### config.mk
export PLATFORM = sky130hd
export DESIGN_NAME = muldiv_controller
export DESIGN_NICKNAME = d
export VERILOG_FILES = /design/src/rtl/muldiv_controller.sv
export SDC_FILE = /design/constraint.sdc
export NUM_CORES = 1
export LEC_CHECK = 0
export ABC_AREA = 1
export CORE_ASPECT_RATIO = 0.75
export CORE_MARGIN = 3
export CORE_UTILIZATION = 30
export CTS_CLUSTER_SIZE = 14
export DETAILED_ROUTE_END_ITERATION = 6
export MAX_ROUTING_LAYER = met4
export PLACE_DENSITY = 0.5
export SETUP_SLACK_MARGIN = 0.02
export SYNTH_ARGS = -nofsm -noshare
export SYNTH_HDL_FRONTEND = slang
export SYNTH_SLANG_ARGS = --single-unit
### constraint.sdc
create_clock -name clk -period 2.6 [get_ports clk]
set_input_delay 0.39 -clock clk [delete_from_list [all_inputs] [get_ports clk]]
set_output_delay 0.39 -clock clk [all_outputs]
set_load 0.05 [all_outputs]
### src/rtl/muldiv_controller.sv
// muldiv_controller
// Sequencer for MULT/MULTU/DIV/DIVU and owner of the architectural HI/LO pair.
// Multiply is iterative shift-add. Divide is iterative restoring division.
// Each runs one bit per cycle on operand magnitudes. Signs are restored in a
// single FIXUP cycle before HI/LO are written.
//
// Optional feature macro: MULDIV_FAST_MULT_EN
//   defined   : MULT/MULTU use a single-cycle multiply (IDLE -> FIXUP).
//   undefined : iterative multiply only; no multiplier cell.
//
// Ports:
//   clk        rising-edge clock
//   reset      synchronous, active-high reset
//   start      request a new mult/div operation (ignored while busy)
//   op         00 MULT, 01 MULTU, 10 DIV, 11 DIVU, sampled with start
//   A          rs operand (dividend / multiplicand), also MTHI/MTLO data
//   B          rt operand (divisor / multiplier)
//   mthi/mtlo  write A into HI/LO (ignored while busy)
//   hilo_read  MFHI/MFLO in execute this cycle
//   HI_output  architectural HI register
//   LO_output  architectural LO register
//   busy       operation in flight
//   done       one-cycle pulse in the cycle after an operation writes HI/LO
//   stall      hold the pipeline: busy and a HI/LO or unit request present
module muldiv_controller #(
    parameter int WIDTH = 32,
    parameter int CNT_W = 6
) (
    input  logic             clk,
    input  logic             reset,
    input  logic             start,
    input  logic [1:0]       op,
    input  logic [WIDTH-1:0] A,
    input  logic [WIDTH-1:0] B,
    input  logic             mthi,
    input  logic             mtlo,
    input  logic             hilo_read,
    output logic [WIDTH-1:0] HI_output,
    output logic [WIDTH-1:0] LO_output,
    output logic             busy,
    output logic             done,
    output logic             stall
);

    typedef enum logic [1:0] {
        ST_IDLE  = 2'd0,
        ST_RUN   = 2'd1,
        ST_FIXUP = 2'd2
    } state_t;

    localparam logic [CNT_W-1:0] LAST_CNT = CNT_W'(WIDTH - 1);
    localparam logic [CNT_W-1:0] CNT_ONE  = {{(CNT_W-1){1'b0}}, 1'b1};

    // Two's-complement negation used for magnitudes and sign restoration.
    function automatic logic [WIDTH-1:0] neg_w(input logic [WIDTH-1:0] v);
        return (~v) + {{(WIDTH-1){1'b0}}, 1'b1};
    endfunction

    function automatic logic [2*WIDTH-1:0] neg_2w(input logic [2*WIDTH-1:0] v);
        return (~v) + {{(2*WIDTH-1){1'b0}}, 1'b1};
    endfunction

    state_t               r_state;
    state_t               w_next_state;
    logic [WIDTH-1:0]     r_hi;
    logic [WIDTH-1:0]     r_lo;
    logic [CNT_W-1:0]     r_cnt;
    logic                 r_done;
    logic [1:0]           r_op;
    // Multiplicand for multiply, divisor for divide, raw dividend on divide-by-zero.
    logic [WIDTH-1:0]     r_opnd;
    // Multiply: {partial product, remaining multiplier}. Divide: {remainder, dividend/quotient}.
    logic [2*WIDTH-1:0]   r_acc;
    logic                 r_neg_lo;
    logic                 r_neg_hi;
    logic                 r_div0;

    logic                 w_is_signed;
    logic                 w_is_div;
    logic                 w_b_zero;
    logic [WIDTH-1:0]     w_mag_a;
    logic [WIDTH-1:0]     w_mag_b;
    logic                 w_neg_lo_in;
    logic                 w_neg_hi_in;
    logic                 w_fast_mult;
    logic [2*WIDTH-1:0]   w_fast_prod;
    logic [WIDTH:0]       w_mul_sum;
    logic [2*WIDTH-1:0]   w_mul_next;
    logic [WIDTH:0]       w_div_shift;
    logic [WIDTH:0]       w_div_diff;
    logic                 w_div_ge;
    logic [2*WIDTH-1:0]   w_div_next;
    logic [2*WIDTH-1:0]   w_prod;
    logic [WIDTH-1:0]     w_quot;
    logic [WIDTH-1:0]     w_rem;
    logic [WIDTH-1:0]     w_fix_hi;
    logic [WIDTH-1:0]     w_fix_lo;

    assign w_is_signed = ~op[0];
    assign w_is_div    = op[1];
    assign w_b_zero    = (B == {WIDTH{1'b0}});
    assign w_mag_a     = (w_is_signed && A[WIDTH-1]) ? neg_w(A) : A;
    assign w_mag_b     = (w_is_signed && B[WIDTH-1]) ? neg_w(B) : B;
    // Product and quotient are negative when operand signs differ.
    // The remainder follows the dividend.
    assign w_neg_lo_in = w_is_signed & (A[WIDTH-1] ^ B[WIDTH-1]);
    assign w_neg_hi_in = w_is_signed & A[WIDTH-1];

`ifdef MULDIV_FAST_MULT_EN
    assign w_fast_mult = 1'b1;
    assign w_fast_prod = (2*WIDTH)'(w_mag_a) * (2*WIDTH)'(w_mag_b);
`else
    assign w_fast_mult = 1'b0;
    assign w_fast_prod = {(2*WIDTH){1'b0}};
`endif

    // Shift-add step: add the multiplicand when the multiplier LSB is set, then shift right.
    assign w_mul_sum  = {1'b0, r_acc[2*WIDTH-1:WIDTH]}
                      + (r_acc[0] ? {1'b0, r_opnd} : {(WIDTH+1){1'b0}});
    assign w_mul_next = {w_mul_sum, r_acc[WIDTH-1:1]};

    // Restoring step: bring in the next dividend MSB and subtract when it fits.
    // The MSB of the (WIDTH+1)-bit difference is the borrow.
    assign w_div_shift = r_acc[2*WIDTH-1:WIDTH-1];
    assign w_div_diff  = w_div_shift - {1'b0, r_opnd};
    assign w_div_ge    = ~w_div_diff[WIDTH];
    assign w_div_next  = {(w_div_ge ? w_div_diff[WIDTH-1:0] : w_div_shift[WIDTH-1:0]),
                          r_acc[WIDTH-2:0], w_div_ge};

    assign w_prod = r_neg_lo ? neg_2w(r_acc) : r_acc;
    assign w_quot = r_neg_lo ? neg_w(r_acc[WIDTH-1:0]) : r_acc[WIDTH-1:0];
    assign w_rem  = r_neg_hi ? neg_w(r_acc[2*WIDTH-1:WIDTH]) : r_acc[2*WIDTH-1:WIDTH];

    // Final HI/LO values selected in the FIXUP cycle.
    always_comb begin
        w_fix_hi = {WIDTH{1'b0}};
        w_fix_lo = {WIDTH{1'b0}};
        if (r_op[1]) begin
            if (r_div0) begin
                w_fix_hi = r_opnd;
                w_fix_lo = {WIDTH{1'b1}};
            end else begin
                w_fix_hi = w_rem;
                w_fix_lo = w_quot;
            end
        end else begin
            w_fix_hi = w_prod[2*WIDTH-1:WIDTH];
            w_fix_lo = w_prod[WIDTH-1:0];
        end
    end

    // Next-state logic for the IDLE/RUN/FIXUP sequencer.
    always_comb begin
        w_next_state = r_state;
        case (r_state)
            ST_IDLE: begin
                if (start) begin
                    if (w_is_div && w_b_zero) begin
                        w_next_state = ST_FIXUP;
                    end else if (!w_is_div && w_fast_mult) begin
                        w_next_state = ST_FIXUP;
                    end else begin
                        w_next_state = ST_RUN;
                    end
                end else begin
                    w_next_state = ST_IDLE;
                end
            end
            ST_RUN: begin
                if (r_cnt == LAST_CNT) begin
                    w_next_state = ST_FIXUP;
                end else begin
                    w_next_state = ST_RUN;
                end
            end
            ST_FIXUP: w_next_state = ST_IDLE;
            default:  w_next_state = ST_IDLE;
        endcase
    end

    // State register.
    always_ff @(posedge clk) begin
        if (reset) begin
            r_state <= ST_IDLE;
        end else begin
            r_state <= w_next_state;
        end
    end

    // Operand latch, iteration datapath, HI/LO ownership and done pulse.
    always_ff @(posedge clk) begin
        if (reset) begin
            r_hi     <= {WIDTH{1'b0}};
            r_lo     <= {WIDTH{1'b0}};
            r_cnt    <= {CNT_W{1'b0}};
            r_done   <= 1'b0;
            r_op     <= 2'b00;
            r_opnd   <= {WIDTH{1'b0}};
            r_acc    <= {(2*WIDTH){1'b0}};
            r_neg_lo <= 1'b0;
            r_neg_hi <= 1'b0;
            r_div0   <= 1'b0;
        end else begin
            r_done <= (r_state == ST_FIXUP);
            case (r_state)
                ST_IDLE: begin
                    // An MT write alongside start still lands now; the result overwrites it later.
                    if (mthi) r_hi <= A;
                    if (mtlo) r_lo <= A;
                    if (start) begin
                        r_op     <= op;
                        r_cnt    <= {CNT_W{1'b0}};
                        r_neg_lo <= w_neg_lo_in;
                        r_neg_hi <= w_neg_hi_in;
                        r_div0   <= w_is_div & w_b_zero;
                        if (w_is_div) begin
                            // Divide-by-zero keeps the raw dividend so HI returns A unchanged.
                            r_opnd <= w_b_zero ? A : w_mag_b;
                            r_acc  <= {{WIDTH{1'b0}}, w_mag_a};
                        end else begin
                            r_opnd <= w_mag_a;
                            r_acc  <= w_fast_mult ? w_fast_prod : {{WIDTH{1'b0}}, w_mag_b};
                        end
                    end
                end
                ST_RUN: begin
                    r_acc <= r_op[1] ? w_div_next : w_mul_next;
                    r_cnt <= r_cnt + CNT_ONE;
                end
                ST_FIXUP: begin
                    r_hi <= w_fix_hi;
                    r_lo <= w_fix_lo;
                end
                default: begin
                    r_acc <= r_acc;
                end
            endcase
        end
    end

    assign HI_output = r_hi;
    assign LO_output = r_lo;
    assign done      = r_done;
    assign busy      = (r_state != ST_IDLE);
    assign stall     = busy & (hilo_read | start | mthi | mtlo);

endmodule
Word level (Yosys, flattened, before mapping)
Cells that the tools add are included.
{ "word_totals": {"word_cells": 79, "ff_bits": 174} }
{ "classes": {"add_sub_neg": 8, "bitwise_logic": 15, "eq_ne": 6, "reduce_logical": 12, "n_mux": 27} }
{ "op_table": {"columns": ["cell", "count"], "rows": [
  ["$mux W32", 15],
  ["$mux W64", 3],
  ["$add A32 B1 Y32 const B", 4],
  ["$not A32 Y32", 4],
  ["$pmux W32 S2", 2],
  ["$pmux W64 S2", 1],
  ["$add A64 B1 Y64 const B", 1],
  ["$not A64 Y64", 1],
  ["$add A32 B32 Y33", 1],
  ["$sub A33 B32 Y33", 1],
  ["$logic_not A32 Y1", 1],
  ["$pmux W6 S2", 1],
  ["$reduce_and A2 Y1", 4],
  ["$add A6 B1 Y6 const B", 1],
  ["$eq A6 B5 Y1 const B", 1],
  ["$mux W2", 3],
  ["$mux W6", 1],
  ["$ne A2 B2 Y1 const B", 3],
  ["$reduce_bool A2 Y1", 3],
  ["$and A1 B1 Y1", 4],
  ["$pmux W2 S2", 1],
  ["$logic_and A1 B1 Y1", 3],
  ["$or A1 B1 Y1", 3],
  ["$eq A2 B1 Y1 const B", 1],
  ["4 further kinds", 5]
]} }

Logic depth before layout (Yosys ltp)
{ "depth": {"ltp_word": 6, "depth_mapped": 21} }

Least setup slack after synthesis
OpenSTA, ideal clock, no wires.
{ "synth_timing": {"path_kind": "register to register", "start": "reg r_acc[31]", "end": "reg r_acc[32]", "arrival_ns": 2.190, "stages_incl_launch_ff": 19, "path_slack_ns": 0.278, "required_ns": 2.468, "path_cell_list": "dfxtp_1 inv_1 ha_1 fa_1 inv_1 nand2_1 nand2_1 nand3_1 nand2_1 nand2_1 nand2_2 nand2_2 nand2_2 nand2_2 nand2_4 buf_6 nor2_1 o21ai_0 a21oi_1"} }
{ "synth_between": {"elab_chain_cells": 4} }
{ "synth_rtl": {"columns": ["item", "line_no", "rtl"], "rows": [
  ["start, declared", "73", "logic [2*WIDTH-1:0] r_acc;"],
  ["start signal, assigned", "199", "r_acc <= {(2*WIDTH){1'b0}};"],
  ["start signal, assigned", "219", "r_acc <= {{WIDTH{1'b0}}, w_mag_a};"],
  ["start signal, assigned", "222", "r_acc <= w_fast_mult ? w_fast_prod : {{WIDTH{1'b0}}, w_mag_b};"],
  ["$sub A33 B32 Y33", "125", "assign w_div_diff = w_div_shift - {1'b0, r_opnd};"],
  ["$mux W32 *", "127", "assign w_div_next = {(w_div_ge ? w_div_diff[WIDTH-1:0] : w_div_shift[WIDTH-1:0]),"],
  ["$mux W64 *", "227", "r_acc <= r_op[1] ? w_div_next : w_mul_next;"],
  ["$pmux W64 S2 *", "205", "case (r_state)"]
]} }
Every way passes the cells marked *; elsewhere a longest branch is shown, timed or not.
A chain may end at the register's enable or synchronous reset.

Worst setup path after layout
{ "layout_timing": {"start": "reg r_opnd[16]", "end": "reg r_acc[55]"} }
{ "layout_between": {"elab_chain_cells": 4, "elab_cells_between_ends": 6, "classes_between": "add/sub: 2; mux: 4"} }
{ "layout_rtl": {"columns": ["item", "line_no", "rtl"], "rows": [
  ["start, declared", "71", "logic [WIDTH-1:0] r_opnd;"],
  ["start signal, assigned", "198", "r_opnd <= {WIDTH{1'b0}};"],
  ["start signal, assigned", "218", "r_opnd <= w_b_zero ? A : w_mag_b;"],
  ["start signal, assigned", "221", "r_opnd <= w_mag_a;"],
  ["$sub A33 B32 Y33 or $mux W32 (tied branches)", "125, 119", null],
  ["$mux W32 or $add A32 B32 Y33 (tied branches)", "127, 119", null],
  ["$mux W64 *", "227", null],
  ["$pmux W64 S2 *", "205", null],
  ["end signal, assigned", "219", null],
  ["end signal, assigned", "227", null],
  ["end signal, assigned", "235", "r_acc <= r_acc;"]
]} }
Marked as above.

==> flow_metrics.tcl <==
set metrics [dict create \
    outcome "finished, final reports clean" \
    worstReg2RegEnd "r_acc[55]" \
    fmax_mhz 395 \
    fin_util_pct 42.0 \
    ys_seq_elements 173 \
    h-tree-depth 4 \
    skew_ns 0.0180 \
    synthArstFlopShare_pct 0 \
    vias_per_cell 5.28 \
    ys.warnings.count 0 \
    syn_avg_cell_area_um2 5.51 \
    synth_area_leaders "nand2_1 (19%), dfxtp_1 (19%), inv_1 (8.6%), a21oi_1 (8.3%), o21ai_0 (7.7%)" \
    synth_cells 3357 \
    slew_headroom_pct 44.2 \
    grt_remaining_overflow 0 \
    netlist_top_cells_count "nand2_1 (932), inv_1 (424), nor2_1 (377), a21oi_1 (306), o21ai_0 (285)" \
    worstMarginPinSlew_ns 0.836 \
    seq_area_um2 3510 \
    crit_top_cell "nand2_1" \
    setup_viol 0 \
    pin_count 139 \
    grt_max_degree 65 \
    grt_pass1_vias 21179 \
    ff2ff_path_depth 17 \
    syn-num-nets 3500 \
    hold_class "input pin to flop" \
    cp-start-kind "flop" \
    drt_iter0_markers 2862 \
    syn_area_um2 18500 \
    cts.reportedPaths.clkPinSlew_ns 0.08 \
    drive_gt1_share_pct 19.1 \
    synth_top_area_cell "nand2_1" \
    dieHeight_um 221 \
    ir_drop_mv 0.407 \
    final_hold_viol_count 0 \
    drc 0 \
    max_stage_delay_ns 0.40 \
    p_leak_nw 11.8 \
    grt_pass1_wl_um 142000 \
    area_growth_syn_to_layout_pct 37.7 \
    finalNetCount 3938 \
    coreArea_um2 60700 \
    gp_congestion 1.03 \
    start_util_pct 30.5 \
    cts_buffer_depth 2 \
    clk_latency_ns 0.50 \
    yosysSeqAreaShare_pct 18.7 \
    path_class "flop to flop" \
    synth_cell_type_count 52 \
    synth-edff-count 0 \
    ys_dominant_reg_cell "dfxtp_1" \
    slew_viol_final 0 \
    drt-total-wl_um 101000 \
    dr.pass1.iters 6 \
    yosys.cell_count.top_type "nand2_1" \
    worstSetupEndpointType "flop" \
    dp_hpwl_um 82000 \
    dieWidth_um 293 \
    cts-root-buf "clkbuf_16" \
    crit_chain "inv_1, ha_1, nand2_1, nand2_1, nand2_1, nand2_1, nand2_1, nand2_2, a21oi_4, buf_4, nand3_4, nand2_8, buf_12, nand3_1, nand3_2, nand2_1, a21oi_2" \
    multi_input_area_um2 13800 \
    fillers 6714 \
    hold_depth 3 \
    finalSetupTns_ns 0 \
    die_area_um2 64700 \
    worstPathArrival_ns 2.96 \
    drtAntennaViolNets 0 \
    p_per_area_nw_per_um2 452 \
    antenna_found_initial 2 \
    max_cap_viol_count 0 \
    period_minus_slack_ns 2.53 \
    cts_tree "built" \
    place_area_um2 23700 \
    hold_start "reset" \
    cp_slowest_cell "dfxtp_1" \
    wl_per_cell_um 21.9 \
    r2r_setup_slack_ns 0.07 \
    cts_made_buffers 17 \
    num_rows 78 \
    via_count 24345 \
    timing.rr.start "r_opnd[16]" \
    fin_crit_sh_pct 97.5 \
    synth_top_area_share_pct 18.9 \
    holdPathEnd "done" \
    fin_area_um2 25500 \
    rsz0062_at_grt "yes" \
    cp.required_ns 3.03 \
    port_buffers 138 \
    grtUsageTotal_pct 30.4 \
    cp_max_fo 5 \
    clock_sinks 173 \
]
[layout make-up]
type / instances / share of cell area, %
multi-input combinational: 2608 / 54.0
timing repair buffer: 566 / 19.6
clock inverter: 11 / 0.520
clock buffer: 21 / 1.81
inverter: 429 / 6.32
antenna: 2 / 0.0196
sequential: 173 / 13.8
tap: 800 / 3.93
[power breakdown]
| group | total [mW] | internal, mW | switching [mW] |
|---|---|---|---|
| Clock | 2.76 | 1.48 | 1.29 |
| Sequential | 3.12 | 2.87 | 0.256 |
| Combinational | 5.62 | 2.05 | 3.57 |
[timing repair]
item	4_1_cts	5_1_grt
buffers inserted	1	7
resized for setup	22	229
hold buffers	0	0
setup endpoints to repair	32	45
pin swaps	1	20
gates cloned	0	7
[worst max-delay path: cells and delay by family (launching register included)]
family | cells | cell delay [ns]
AOI/OAI and AO/OA | 2 | 0.37
adders and majority gates | 1 | 0.22
buffers and inverters | 3 | 0.41
DFF | 1 | 0.40
and+or+nand+nor | 11 | 1.04
[sequential cells by signal, indices dropped and copies added, names as in the netlist]
name	count
LO_output	32
r_opnd	32
r_cnt	6
r_acc	64
r_div0	1
r_op	1
done	1
r_neg_lo	1
HI_output	32
r_state	2
r_neg_hi	1
[cell families after synthesis]
group	Yosys count	synth area share, %
flops	173	18.7
fa+ha+maj	71	4.88
buf+inv	578	12.3
xor+xnor	79	3.74
compound gates	731	21.4
simple gates	1725	38.9
[cells in the final DEF, fill, tap and decap left out, drive strengths merged, types with 6 or more instances in the layout]
cell / count
dfxtp: 173
a31oi: 27
nor2: 393
o21bai: 17
nand3b: 10
o21ai: 299
o211ai: 26
nand3: 274
nand4: 30
or2: 15
nor3: 47
clkbuf: 25
nand2: 948
clkdlybuf4s50: 136
a21o: 6
buf: 426
a41oi: 6
o31ai: 9
xor2: 68
ha: 69
xnor2: 11
inv: 432
a21oi: 310
[metrics by stage]
step,std cells,hold WS [ns],setup WS (ns),power [mW]
2_1_floorplan,3357,0.454,0.278,5.83
3_3_place_gp,4561,0.470,-0.763,8.27
6_report,4610,0.411,0.0654,11.5
4_1_cts,4594,0.388,0.0238,11.0
3_5_place_dp,4561,0.463,-0.802,8.23
5_1_grt,4610,0.413,-0.0416,12.0
[worst max-delay path by stage]
stage                 end  cells after the start  slack [ns]        from
4_1_cts         r_acc[63]                     19        0.02   r_opnd[0]
2_1_floorplan   r_acc[32]                     18        0.28   r_acc[31]
5_1_grt         r_acc[57]                     15       -0.04    r_acc[0]
6_report        r_acc[55]                     17        0.07  r_opnd[16]
3_5_place_dp   r_opnd[23]                     16       -0.80       A[10]
3_3_place_gp   r_opnd[23]                     16       -0.76       A[10]
[routing by layer]
layer | vias up | share of wire (%) | track usage [%]
li1 | 11806 | - | -
met5 | - | 0 | -
met3 | 79 | 13 | 11.4
met1 | 11190 | 48 | 45.6
met2 | 1270 | 37 | 37.8
met4 | 0 | 1.6 | 5.46
Note: power is estimated with default switching activity, not from simulation.
